$ cat config.mk
export PLATFORM = sky130hd
export DESIGN_NAME = serial_in_word_assembler
export DESIGN_NICKNAME = d
export VERILOG_FILES = /design/src/rtl/serial_in_word_assembler.sv
export SDC_FILE = /design/constraint.sdc
export NUM_CORES = 1
export LEC_CHECK = 0
export ABC_CLOCK_PERIOD_IN_PS = 5630
export CORE_ASPECT_RATIO = 1.1
export CORE_MARGIN = 2
export CORE_UTILIZATION = 53
export DETAILED_ROUTE_END_ITERATION = 7
export PLACE_DENSITY = 0.87
export SKIP_CTS_REPAIR_TIMING = 1
export SYNTH_ARGS = -nofsm -noshare
export SYNTH_HDL_FRONTEND = slang
export SYNTH_SLANG_ARGS = --single-unit
$ cat constraint.sdc
create_clock -name Clk_In -period 5.63 [get_ports Clk_In]
set_clock_uncertainty 0.05 [all_clocks]
set_input_delay 0.563 -clock Clk_In [delete_from_list [all_inputs] [get_ports Clk_In]]
set_output_delay 0.563 -clock Clk_In [all_outputs]
set_load 0.005 [all_outputs]
$ cat src/rtl/serial_in_word_assembler.sv
// Serial-to-parallel word assembler feeding the PIPO register stage, with a one-word hold buffer.
// Optional build macro PARITY_CHECK_EN adds an even-parity bit after each data word.
module serial_in_word_assembler #(
  parameter int DATA_WIDTH = 8,
  parameter bit MSB_FIRST  = 1'b1
) (
  input  logic                  Clk_In,
  input  logic                  Reset_In,
  input  logic                  Enable_In,
  input  logic                  Serial_Data_In,
  input  logic                  Serial_Valid_In,
  input  logic                  Frame_Start_In,
  input  logic                  Hold_In,
  input  logic                  Error_Clear_In,
  output logic [DATA_WIDTH-1:0] Parallel_Data_Out,
  output logic                  Load_Data_Signal_Out,
  output logic                  Busy_Out,
  output logic                  Overrun_Error_Out,
  output logic                  Parity_Error_Out
);

  localparam int CW = $clog2(DATA_WIDTH + 1);

  typedef enum logic [1:0] {
    ST_IDLE   = 2'd0,
    ST_SHIFT  = 2'd1,
    ST_PARITY = 2'd2
  } state_t;

  state_t                state_q, state_d;
  logic [CW-1:0]         cnt_q, cnt_d;
  logic [DATA_WIDTH-1:0] sr_q, sr_d;
  logic [DATA_WIDTH-1:0] data_q, data_d;
  logic                  pending_q, pending_d;
  logic                  load_q, load_d;
  logic                  busy_q;
  logic                  ovr_q, ovr_d;
  logic                  accept_s;
  logic                  word_done_s;
  logic [DATA_WIDTH-1:0] word_s;
  logic                  release_s;

  function automatic logic [DATA_WIDTH-1:0] shift_in(input logic [DATA_WIDTH-1:0] sr, input logic b);
    if (MSB_FIRST) begin
      return {sr[DATA_WIDTH-2:0], b};
    end else begin
      return {b, sr[DATA_WIDTH-1:1]};
    end
  endfunction

`ifdef PARITY_CHECK_EN
  logic par_q, par_d;
  logic par_fail_s;

  // Even parity: data bits plus parity bit must XOR to zero.
  function automatic logic parity_ok(input logic [DATA_WIDTH-1:0] d, input logic p);
    return ((^d) ^ p) == 1'b0;
  endfunction
`endif

  assign accept_s  = Enable_In & Serial_Valid_In;
  assign release_s = pending_q & ~Hold_In & Enable_In & ~load_q;

  // State and datapath registers.
  always_ff @(posedge Clk_In or posedge Reset_In) begin
    if (Reset_In) begin
      state_q   <= ST_IDLE;
      cnt_q     <= '0;
      sr_q      <= '0;
      data_q    <= '0;
      pending_q <= 1'b0;
      load_q    <= 1'b0;
      busy_q    <= 1'b0;
      ovr_q     <= 1'b0;
`ifdef PARITY_CHECK_EN
      par_q     <= 1'b0;
`endif
    end else begin
      state_q   <= state_d;
      cnt_q     <= cnt_d;
      sr_q      <= sr_d;
      data_q    <= data_d;
      pending_q <= pending_d;
      load_q    <= load_d;
      busy_q    <= (state_d != ST_IDLE);
      ovr_q     <= ovr_d;
`ifdef PARITY_CHECK_EN
      par_q     <= par_d;
`endif
    end
  end

  // Next-state: framing, shifting and word-completion detection.
  always_comb begin
    state_d     = state_q;
    cnt_d       = cnt_q;
    sr_d        = sr_q;
    word_done_s = 1'b0;
    word_s      = sr_q;
`ifdef PARITY_CHECK_EN
    par_fail_s  = 1'b0;
`endif
    if (accept_s && Frame_Start_In) begin
      // A frame start always restarts assembly, even mid-frame.
      state_d = ST_SHIFT;
      cnt_d   = CW'(1);
      sr_d    = shift_in({DATA_WIDTH{1'b0}}, Serial_Data_In);
    end else if (accept_s) begin
      case (state_q)
        ST_SHIFT: begin
          sr_d = shift_in(sr_q, Serial_Data_In);
          if (cnt_q == CW'(DATA_WIDTH - 1)) begin
`ifdef PARITY_CHECK_EN
            state_d = ST_PARITY;
            cnt_d   = CW'(DATA_WIDTH);
`else
            state_d     = ST_IDLE;
            cnt_d       = '0;
            word_done_s = 1'b1;
            word_s      = sr_d;
`endif
          end else begin
            cnt_d = cnt_q + CW'(1);
          end
        end
        ST_PARITY: begin
          state_d = ST_IDLE;
          cnt_d   = '0;
`ifdef PARITY_CHECK_EN
          if (parity_ok(sr_q, Serial_Data_In)) begin
            word_done_s = 1'b1;
          end else begin
            par_fail_s = 1'b1;
          end
`endif
        end
        default: begin
          state_d = ST_IDLE;
          cnt_d   = '0;
        end
      endcase
    end else begin
      state_d = state_q;
    end
  end

  // Output side: hold buffer, strobe generation and sticky error flags.
  always_comb begin
    data_d    = data_q;
    pending_d = pending_q;
    load_d    = 1'b0;
    ovr_d     = Error_Clear_In ? 1'b0 : ovr_q;
    if (release_s) begin
      load_d    = 1'b1;
      pending_d = 1'b0;
    end else begin
      load_d    = 1'b0;
    end
    if (word_done_s) begin
      if (pending_q) begin
        ovr_d = 1'b1;
      end else if (Hold_In || load_q) begin
        // Deferring behind a live strobe keeps strobes at least one cycle apart.
        data_d    = word_s;
        pending_d = 1'b1;
      end else begin
        data_d = word_s;
        load_d = 1'b1;
      end
    end else begin
      data_d = data_q;
    end
  end

`ifdef PARITY_CHECK_EN
  // Sticky parity flag; a new failure wins over a same-cycle clear.
  always_comb begin
    par_d = Error_Clear_In ? 1'b0 : par_q;
    if (par_fail_s) begin
      par_d = 1'b1;
    end else begin
      par_d = par_d;
    end
  end

  assign Parity_Error_Out = par_q;
`else
  assign Parity_Error_Out = 1'b0;
`endif

  assign Parallel_Data_Out    = data_q;
  assign Load_Data_Signal_Out = load_q;
  assign Busy_Out             = busy_q;
  assign Overrun_Error_Out    = ovr_q;

endmodule
; Word-level counts from Yosys, hierarchy flattened
; Index checks and enable logic that the tools add are counted.
[word_totals]
wordCells = 55
regBits = 26
inputBits = 8
output_inout_bits = 12
[op_classes]
eq_ne = 2
addsub = 1
bitwise_logic = 7
reduce_logical = 7
muxes = 30
[op_table]
columns = operator, n
row1 = 8-bit two-way mux, 7
row2 = 4-bit two-way mux, 4
row3 = 1-bit two-way mux, 15
row4 = 2-bit two-way mux, 4
row5 = 2-bit nonzero test, 3
row6 = 4-bit by 1-bit adder with 4-bit output (second input constant), 1
row7 = 1-bit AND, 4
row8 = 4-bit by 3-bit == test with 1-bit output (second input constant), 1
row9 = 2-bit AND reduction, 2
row10 = 1-bit NOT, 3
row11 = 2-bit by 1-bit == test with 1-bit output (second input constant), 1
row12 = 1-bit logical AND, 1
row13 = 1-bit logical OR, 1

; Depth between registers and ports, before layout
[logic_depth]
word_depth = 8
depth_mapped = 4
depth_no_buf = 4

; Worst setup path after synthesis
; OpenSTA, ideal clock, no wires.
[synth_timing]
path_type = input-to-reg
startpoint = input port Frame_Start_In
endpoint = register data_q[0], in the netlist Parallel_Data_Out[0]
setup_time_ns = 0.125
n_path_buf = 1
setup_slack_ns = 3.593
required_time_ns = 5.455
cell_stages = 4
t_arrival_ns = 1.862
cell_sequence = or3b_1 -> clkbuf_2 -> nor4_4 -> mux2_2
[synth_via]
elab_chain_len = 3
elab_cells_between_ends = 4
classes_between = mux (2) / reduce/logical (2)
[synth_rtl]
columns = item, line
row1 = start: declaration, 12  ; input logic Frame_Start_In,
row2 = 1-bit logical AND *, 103  ; if (accept_s && Frame_Start_In) begin
row3 = 1-bit two-way mux, 103
row4 = 2-bit AND reduction (no line), -
row5 = end signal: assignment, 82  ; data_q <= data_d;
row6 = end: declaration, 33  ; logic [DATA_WIDTH-1:0] data_q, data_d;
; Every way passes the cells marked *; elsewhere a longest branch is shown, timed or not.
; A chain may end at the register's enable or synchronous reset.

; Worst setup path in the final report
[layout_timing]
startpoint = input port Frame_Start_In
endpoint = register data_q[1], in the netlist Parallel_Data_Out[1]
; The elaborated chain is that of the path after synthesis.

==> results.md <==
* Primary FF master, synth: sky130_fd_sc_hd__dfrtp_1
* Final HPWL DP at 1322 µm
* Critical path endpoint category: register
* Violation count after the first detailed-routing iteration at 3
* CTS tree: done
* Worst slew margin relative to its limit at 40.45%
* Core occupancy in the finished layout at 69.31%
* Setup repair after global routing missed its margin: no
* # rows at 16
* CTS Sinks at 25
* Outcome: completed
* Net total in the final layout at 106
* Placeable Area at 1802 µm²
* FFs w/ async S/R, synth at 100.0%
* Total global-route track usage at 18.10%
* Worst VDD drop at 0.2343 mV
* Leakage at 0.5896 nW
* Number of library cell types mapped by synthesis at 27
* DRC viols at 0
* Count of input and output buffers at 18
* Setup slack after layout at 3.327 ns
* Floorplan die area at 2322 µm²
* Clock latency of the later-clocked register in the worst-skew pair at 0.31 ns
* Reg2Reg Depth at 3
* Category of the critical setup timing path: primary input to register
* Initial antenna violation count at 0
* Area after DPL at 1221 µm²
* Sequential-to-total area share from yosys stat at 60.46%
* # IOs at 20
* Global-route wire length before repair at 2994 µm
* Crit-path max FO at 9
* Final cycle utilization of the critical path at 40.91%
* H-Tree Level Count at 1
* Vertical extent of the die at 50.34 µm
* Pin count of the biggest net entering global routing at 26
* Cell at the root of the clock tree: sky130_fd_sc_hd__clkbuf_4
* Post-CTS clock slew at the launch and capture registers of the worst setup and hold paths at 0.12 ns
* Critical path startpoint category: primary input
* Floorplan die width at 46.13 µm
* Routed wire per std cell at 16.21 µm
* Post-placement worst setup slack at 2.973 ns
* Cell area after layout at 1249 µm²
* Total Wirelength at 1848 µm
* Time the worst path needs with I/O delays and setup at 2.303 ns
* Sequential cell area in the final layout at 625.6 µm²
* 1st-pass router iterations at 4
* Fin. Hold Viols at 0
* Maximum buffer depth of the clock tree at 2
* Required time of the worst setup path at 5.79 ns
* Remaining antenna violation count at 0
* Area growth from synthesis to layout at 20.68%
* Share of final-layout standard cells stronger than drive strength 1 at 15.63%
* GRT Residual Overflow at 0
* Gate count of the mapped netlist at 77
* Netlist Area Pre-Place at 1035 µm²
* Final weighted congestion in routability-driven placement at 0.8260
* Final number of max-transition violations at 0
* Initial Utilization at 57.43%
* Power density normalized to cell area at 256.5 nW/µm²
* Footprint of the multi-input gates at 381.6 µm²
* Max-Cap Viols at 0
* Number of register bits inferred by synthesis at 25
* Setup tns final at 0 ns
* Vias in the first global route at 698
* Ant diodes at 0
* Post-synth net total at 86
* Average vias per placed instance at 5.939
* Number of flops mapped to enable cells by yosys at 0
* Post-layout power at 320.2 µW
* Mean instance size in the synthesized netlist at 13.44 µm²
* Filler Cell Count at 147
* Class of the tightest hold or removal check: register to register
* Number of buffers created by CTS at 3
* Number of failing setup endpoints in the final timing report at 0
* Transition at the pin with the smallest max-transition slack at 0.8923 ns
* Max Fclk at 434.1 MHz
* Worst endpoint data arrival time at 2.46 ns
* Total number of vias at 677
* Count of warnings emitted by yosys at 0
* Cells on Worst Hold Path at 1
worst paths after layout:
kind / from / endpoint / slack, ns
worst max-delay path: Frame_Start_In / Parallel_Data_Out[1]$_DFFE_PP0P_ / 3.33
worst min-delay path: Parallel_Data_Out[4]$_DFFE_PP0P_ / Parallel_Data_Out[4]$_DFFE_PP0P_ / 0.47
worst max register to register: state_q[1]$_DFF_PP0_ / Parallel_Data_Out[1]$_DFFE_PP0P_ / 3.59
worst min register to register: Parallel_Data_Out[4]$_DFFE_PP0P_ / Parallel_Data_Out[4]$_DFFE_PP0P_ / 0.47
max in group asynchronous: Reset_In / Parallel_Data_Out[1]$_DFFE_PP0P_ / 4.31
min in group asynchronous: Reset_In / state_q[0]$_DFF_PP0_ / 0.68
state kept, by name, summed over array words and instances (netlist names):
signal and flops:
Parallel_Data_Out 8, sr_q 7, cnt_q 4, state_q 2
Busy_Out 1, Load_Data_Signal_Out 1, Overrun_Error_Out 1, pending_q 1
Yosys cell counts, types with 2 or more instances:
| library cell | n | area, µm² |
|---|---|---|
| sky130_fd_sc_hd__a22o_1 | 10 | 87.58 |
| sky130_fd_sc_hd__and2_1 | 2 | 12.51 |
| sky130_fd_sc_hd__and3_1 | 2 | 12.51 |
| sky130_fd_sc_hd__dfrtp_1 | 25 | 625.6 |
| sky130_fd_sc_hd__inv_1 | 3 | 11.26 |
| sky130_fd_sc_hd__mux2_2 | 9 | 101.4 |
| sky130_fd_sc_hd__nand2_1 | 2 | 7.510 |
| sky130_fd_sc_hd__nor2_1 | 2 | 7.510 |
| sky130_fd_sc_hd__nor2b_1 | 2 | 12.51 |
| sky130_fd_sc_hd__o21bai_1 | 3 | 22.52 |
per-stage QoR:
stage	hold WS [ns]	instances
floorplan	0.4174	77
global placement	0.4416	110
detailed placement	0.4490	110
CTS	0.4787	114
global route	0.4977	114
finish	0.4710	114
logic make-up (layout without fill, tap and decap cells):
group | Yosys count | after routing | synth area share, %
AOI/OAI and AO/OA | 18 | 18 | 14.39
muxes | 9 | 9 | 9.795
other | 1 | 1 | 0.3624
adders and majority gates | 1 | 1 | 1.209
DFF | 25 | 25 | 60.46
buffers and inverters | 6 | 25 | 2.660
and+or+nand+nor | 17 | 17 | 11.13
layer usage:
layer | global-route usage (%) | wire, µm | share of wire [%]
met5 | 0 | 0 | 0
met4 | 7.143 | 8 | 0.43
met3 | 2.158 | 67 | 3.6
met2 | 31.02 | 1011 | 55
met1 | 22.41 | 760 | 41
cells in the final DEF (no fill, tap or decap), types with 2 or more instances in the layout:
cell | Yosys | final
sky130_fd_sc_hd__and3_1 | 2 | 2
sky130_fd_sc_hd__and2_1 | 2 | 2
sky130_fd_sc_hd__inv_1 | 3 | 3
sky130_fd_sc_hd__nor2b_1 | 2 | 2
sky130_fd_sc_hd__nand2_1 | 2 | 2
sky130_fd_sc_hd__dfrtp_1 | 25 | 25
sky130_fd_sc_hd__clkdlybuf4s50_1 | 0 | 18
sky130_fd_sc_hd__a22o_1 | 10 | 10
sky130_fd_sc_hd__o21bai_1 | 3 | 3
sky130_fd_sc_hd__mux2_2 | 9 | 9
sky130_fd_sc_hd__clkbuf_4 | 0 | 3
sky130_fd_sc_hd__nor2_1 | 2 | 2
power by group:
group	switching (mW)	internal [mW]	leakage, nW
Combinational	0.0189	0.0235	0.242
Sequential	0.00912	0.191	0.330
Clock	0.0507	0.0266	0.0177
Total	0.0787	0.242	0.590
area by class of cell:
class,instances,area share [%]
clock buffers,3,1.804
clock inverters,1,0.4008
inverters,3,0.9018
multi-input cells,46,30.56
flip-flops and latches,25,50.10
well taps,18,1.804
repair buffers,18,14.43
worst max-delay path: stages:
cell,delay [ns]
sky130_fd_sc_hd__clkdlybuf4s50_1,0.45
sky130_fd_sc_hd__or3b_1,0.48
sky130_fd_sc_hd__nor4_4,0.56
sky130_fd_sc_hd__mux2_2,0.40
Note: power is estimated with default switching activity, not from simulation.
